[config.mk]
export PLATFORM = sky130hd
export DESIGN_NAME = merge_2to1
export DESIGN_NICKNAME = d
export VERILOG_FILES = /design/src/rtl/merge_pkg.sv /design/src/rtl/merge_arb.sv /design/src/rtl/merge_2to1.sv
export SDC_FILE = /design/constraint.sdc
export NUM_CORES = 1
export LEC_CHECK = 0
export ABC_AREA = 1
export BUFFER_PORTS_ARGS = -buffer_cell sky130_fd_sc_hd__buf_2
export CORE_ASPECT_RATIO = 1.5
export CORE_MARGIN = 2
export CORE_UTILIZATION = 56
export DETAILED_ROUTE_END_ITERATION = 16
export PLACE_DENSITY = 0.84
export SKIP_LAST_GASP = 1
export SYNTH_ARGS = -nofsm -noshare
export SYNTH_HDL_FRONTEND = slang
export SYNTH_SLANG_ARGS = --single-unit
[constraint.sdc]
create_clock -name clk -period 5 [get_ports clk]
set_input_delay 0.25 -clock clk [delete_from_list [all_inputs] [get_ports clk]]
set_output_delay 0.25 -clock clk [all_outputs]
set_load 0.005 [all_outputs]
[src/rtl/merge_pkg.sv]
// Shared constants and FSM encoding for the two-lane merge block.
package merge_pkg;

    localparam int DATA_SIZE_DEF = 10;
    localparam int MAIN_SIZE_DEF = 8;
    localparam int BURST_DEF     = 4;
    localparam int TAG_W         = 2;

    localparam logic [TAG_W-1:0] TAG_L0 = 2'b00;
    localparam logic [TAG_W-1:0] TAG_L1 = 2'b01;

    typedef enum logic [1:0] {
        ST_IDLE   = 2'd0,
        ST_SERVE0 = 2'd1,
        ST_SERVE1 = 2'd2
    } state_t;

endpackage

[src/rtl/merge_arb.sv]
// Burst-limited round-robin arbiter between two FWFT source lanes.
module merge_arb
    import merge_pkg::*;
#(
    parameter int BURST = BURST_DEF
) (
    input  logic clk,
    input  logic reset,
    input  logic empty0,
    input  logic empty1,
    input  logic stall,
    output logic pop0,
    output logic pop1,
    output logic sel
);

    localparam int BW = $clog2(BURST + 1);
    localparam logic [BW-1:0] BMAX = BW'(BURST);
    localparam logic [BW-1:0] BONE = BW'(1);

    state_t        state_q, state_d;
    logic [BW-1:0] bcnt_q, bcnt_d;
    logic          last_q, last_d;
    logic          pop0_c, pop1_c;

    always_comb begin
        state_d = state_q;
        bcnt_d  = bcnt_q;
        last_d  = last_q;
        pop0_c  = 1'b0;
        pop1_c  = 1'b0;
        if (!reset && !stall) begin
            unique case (state_q)
                ST_IDLE: begin
                    // Tie goes to the lane not served most recently.
                    if (!empty0 && (empty1 || last_q)) begin
                        state_d = ST_SERVE0;
                        bcnt_d  = BONE;
                        last_d  = 1'b0;
                        pop0_c  = 1'b1;
                    end else if (!empty1) begin
                        state_d = ST_SERVE1;
                        bcnt_d  = BONE;
                        last_d  = 1'b1;
                        pop1_c  = 1'b1;
                    end
                end
                ST_SERVE0: begin
                    if (!empty0 && (bcnt_q < BMAX || empty1)) begin
                        pop0_c = 1'b1;
                        if (bcnt_q < BMAX) begin
                            bcnt_d = bcnt_q + BONE;
                        end
                    end else if (!empty1) begin
                        state_d = ST_SERVE1;
                        bcnt_d  = BONE;
                        last_d  = 1'b1;
                        pop1_c  = 1'b1;
                    end else begin
                        state_d = ST_IDLE;
                    end
                end
                ST_SERVE1: begin
                    if (!empty1 && (bcnt_q < BMAX || empty0)) begin
                        pop1_c = 1'b1;
                        if (bcnt_q < BMAX) begin
                            bcnt_d = bcnt_q + BONE;
                        end
                    end else if (!empty0) begin
                        state_d = ST_SERVE0;
                        bcnt_d  = BONE;
                        last_d  = 1'b0;
                        pop0_c  = 1'b1;
                    end else begin
                        state_d = ST_IDLE;
                    end
                end
                default: begin
                    state_d = ST_IDLE;
                    bcnt_d  = BONE;
                end
            endcase
        end
    end

    always_ff @(posedge clk or posedge reset) begin
        if (reset) begin
            state_q <= ST_IDLE;
            bcnt_q  <= BONE;
            last_q  <= 1'b1;
        end else begin
            state_q <= state_d;
            bcnt_q  <= bcnt_d;
            last_q  <= last_d;
        end
    end

    assign pop0 = pop0_c;
    assign pop1 = pop1_c;
    assign sel  = pop1_c;

endmodule

[src/rtl/merge_2to1.sv]
// Merges two tagged FIFO lanes into one registered stream with per-lane counts.
module merge_2to1
    import merge_pkg::*;
#(
    parameter int DATA_SIZE = DATA_SIZE_DEF,
    parameter int MAIN_SIZE = MAIN_SIZE_DEF,
    parameter int BURST     = BURST_DEF
) (
    input  logic                 clk,
    input  logic                 reset,
    input  logic [MAIN_SIZE-1:0] in0,
    input  logic                 empty0,
    input  logic [MAIN_SIZE-1:0] in1,
    input  logic                 empty1,
    input  logic                 stall,
    output logic                 pop0,
    output logic                 pop1,
    output logic [DATA_SIZE-1:0] out,
    output logic                 valid,
    output logic [7:0]           cnt0,
    output logic [7:0]           cnt1,
    output logic                 Error
);

    logic                 pop0_w, pop1_w, sel_w;
    logic [DATA_SIZE-1:0] out_q, out_d;
    logic                 valid_q, valid_d;
    logic [7:0]           cnt0_q, cnt0_d;
    logic [7:0]           cnt1_q, cnt1_d;
    logic                 error_q, error_d;

    merge_arb #(
        .BURST (BURST)
    ) u_arb (
        .clk    (clk),
        .reset  (reset),
        .empty0 (empty0),
        .empty1 (empty1),
        .stall  (stall),
        .pop0   (pop0_w),
        .pop1   (pop1_w),
        .sel    (sel_w)
    );

    always_comb begin
        out_d   = out_q;
        valid_d = pop0_w | pop1_w;
        cnt0_d  = cnt0_q + {7'd0, pop0_w};
        cnt1_d  = cnt1_q + {7'd0, pop1_w};
        // A pop against an empty lane means the arbiter misbehaved.
        error_d = error_q | (pop0_w & empty0) | (pop1_w & empty1);
        if (pop0_w | pop1_w) begin
            out_d = sel_w ? {TAG_L1, in1} : {TAG_L0, in0};
        end
    end

    always_ff @(posedge clk or posedge reset) begin
        if (reset) begin
            out_q   <= '0;
            valid_q <= 1'b0;
            cnt0_q  <= 8'd0;
            cnt1_q  <= 8'd0;
            error_q <= 1'b0;
        end else begin
            out_q   <= out_d;
            valid_q <= valid_d;
            cnt0_q  <= cnt0_d;
            cnt1_q  <= cnt1_d;
            error_q <= error_d;
        end
    end

    assign pop0  = pop0_w;
    assign pop1  = pop1_w;
    assign out   = out_q;
    assign valid = valid_q;
    assign cnt0  = cnt0_q;
    assign cnt1  = cnt1_q;
    assign Error = error_q;

endmodule
==> flow_summary.yaml <==
drt:
  vias: 1609
  antenna_left: 0
  drc: 0
  wl_mm: 3.86
  routed_wire_length_per_instance_um: 12.2
  firstDrtPassIters: 4
  dr.first_iter.drc_count: 50
  viasPerCell: 5.11
place:
  numPortBuffers: 49
  place_congestion: 0.983
  place.detailed.hpwl_mm: 2.95
pwr:
  netSwitchingFraction: 0.368
  p_int_uw: 711
  clkPwrFrac: 0.227
  switching_power_uw: 414
  power_density_mw_per_mm2: 494
  p_seq_frac: 0.394
  ir_drop_mv: 0.317
  total_leakage_power_uw: 0.00132
  combPwrFrac: 0.379
die:
  start_util: 0.595
  die_w_um: 51.5
  coreArea_mm2: 0.00319
  ios: 51
  dieArea_mm2: 0.00388
  num_rows: 25
  die_h_um: 75.3
critical_path:
  cp-startpoint: "u_arb.state_q[0]$_DFFE_PP0P_"
  crit_path_max_fanout: 11
  critical_path_class: "flop to flop"
  endpoint_kind: "flop"
  start_kind: "flop"
  crit_required_ns: 5.19
  r2r_start: "u_arb.state_q[0]$_DFFE_PP0P_"
  worst-endpoint-arrival_ns: 2.61
timing:
  fin_setup_tns_ns: 0
  hold_violations: 0
  slew_viol_final: 0
  fmax_mhz: 414
  period_minus_slack_ns: 2.42
  whs_ns: 0.0683
  finalSetupViolCount: 0
  fin_skew_ns: 0.00568
  rsz0062_at_grt: "no"
  fin_crit_sh: 0.484
layout:
  syn2layout_area_growth_pct: 20.1
  nNetsFinal: 305
  final_cell_mix: "buf_2, nand2_1, inv_1"
  drive_above_1_share: 0.302
  nFillCells: 258
  layout_commonest_cell: "buf_2"
  antenna_cells: 0
synthesis:
  avgSynthCellArea_um2: 8.58
  synth_cells: 221
  synth_area_mm2: 0.00190
  synth_cell_types: 28
  ys_seq_elements: 33
  yosysWarnings: 0
  synth_top_area_share: 0.409
  synth_seq_area_share: 0.437
  synthTopCellsByArea: "dfrtp_1, nand2_1, ha_1"
  yosys.area.top_type: "dfrtp_1"
  syn_nets: 252
clock_network:
  clock_sinks: 33
  postCtsHoldBufs: 0
  cts_setup_buffers: 0
  clkSlewWorstSetupHoldPaths_ns: 0.07
  cts_tree: "built"
  numCtsBuffers: 5
  cts.root.buffer_cell: "clkbuf_8"
  clk_latency_ns: 0.28
  htreeDepth: 2
  cts_resized: 0
  cts_buffer_depth: 2
status:
  status: "completed"
global_route:
  grt_max_degree: 34
  grt_overflow: 0
  antenna_found_initial: 0
  grt_pass1_vias: 1513
  track_usage: 0.214
  grt_pass1_wl_mm: 6.20
flow_run:
  drv_cap: 0
min_path:
  min_path_type: "input port to asynchronous set/reset pin"
Yosys cell counts:
master,count
nor2_2,1
nor2_1,10
inv_1,33
nand3_4,1
buf_12,1
nand2_4,1
nor2_4,1
o21ai_0,6
nand3_2,9
nand2_2,4
dfstp_2,2
dfrtp_1,31
nand4_1,4
o221ai_1,1
o21ai_1,1
buf_4,2
xnor2_1,6
nor3b_2,1
nand3_1,25
ha_1,10
o21bai_1,1
nand2_1,48
conb_1,1
xor2_1,6
clkbuf_1,1
nand2_8,1
a21oi_1,8
inv_2,5
cell type report:
class / count / area, µm² / area share
multi-input combinational: 146 / 887 / 0.390
tap: 40 / 50.0 / 0.0220
clock buffer: 7 / 86.3 / 0.0379
clock inverter: 1 / 30.0 / 0.0132
inverter: 38 / 143 / 0.0626
timing repair buffer: 50 / 253 / 0.111
sequential: 33 / 828 / 0.364
power by group through the flow:
| stage | logic, µW | clock network, µW | registers, µW |
|---|---|---|---|
| final | 426 | 256 | 444 |
| after CTS | 431 | 260 | 444 |
| after global routing | 481 | 270 | 458 |
| after floorplan | 283 | 0 | 444 |
| after detailed placement | 427 | 0 | 448 |
| after global placement | 415 | 0 | 442 |
final timing paths:
| path | end | slack (ns) | cells after the start |
|---|---|---|---|
| max | cnt0[6]$_DFF_PP0_ | 2.58 | 13 |
| min | u_arb.state_q[0]$_DFFE_PP0P_ | 0.07 | 3 |
| max reg2reg | cnt0[6]$_DFF_PP0_ | 2.58 | 13 |
| min reg2reg | Error$_DFF_PP0_ | 0.38 | 0 |
| max in group asynchronous | u_arb.bcnt_q[0]$_DFFE_PP1P_ | 4.60 | 3 |
| min in group clk | out[0]$_DFFE_PP0P_ | 0.28 | 5 |
registers in the layout, summed over array words and instances, names as in the netlist:
name,flops
cnt1,8
Error,1
valid,1
out,9
u_arb.last_q,1
u_arb.state_q,2
u_arb.bcnt_q,3
cnt0,8
worst max-delay path, cell delays in order (launching register included):
cell and delay, ns:
dfrtp_1 0.42, inv_1 0.12, ha_1 0.26, inv_1 0.09, nor2_1 0.14, nand2_1 0.08
nand3_1 0.08, nand2_2 0.21, inv_2 0.12, ha_1 0.18, ha_1 0.20, nand3_1 0.13
nor2_1 0.14, xor2_1 0.16
layer usage:
layer | global-route usage | vias to the layer above | wire length, µm
li1 | - | 804 | -
met1 | 0.223 | 737 | 1530
met2 | 0.399 | 58 | 2020
met3 | 0.0456 | 10 | 201
met4 | 0.105 | 0 | 100
met5 | 0 | - | 0
cell families (layout without fill, tap and decap cells):
kind of cell	Yosys count	after routing	synth area share
xor gates and xnor gates	12	12	0.0554
adders and majority gates	10	10	0.0660
AOI/OAI and AO/OA	17	17	0.0482
DFF	33	33	0.437
other	1	1	0.00198
buffers and inverters	42	96	0.0956
and+or+nand+nor	106	106	0.296
through the flow:
step	cell area [µm²]	total power, µW	util	instances	setup WS [ns]
global route	2280	1210	0.714	315	2.40
global placement	2160	857	0.677	307	2.76
finish	2280	1130	0.714	315	2.58
CTS	2280	1130	0.714	315	2.57
detailed placement	2160	876	0.677	307	2.62
floorplan	1900	727	-	221	2.87
Note: power is estimated with default switching activity, not from simulation.
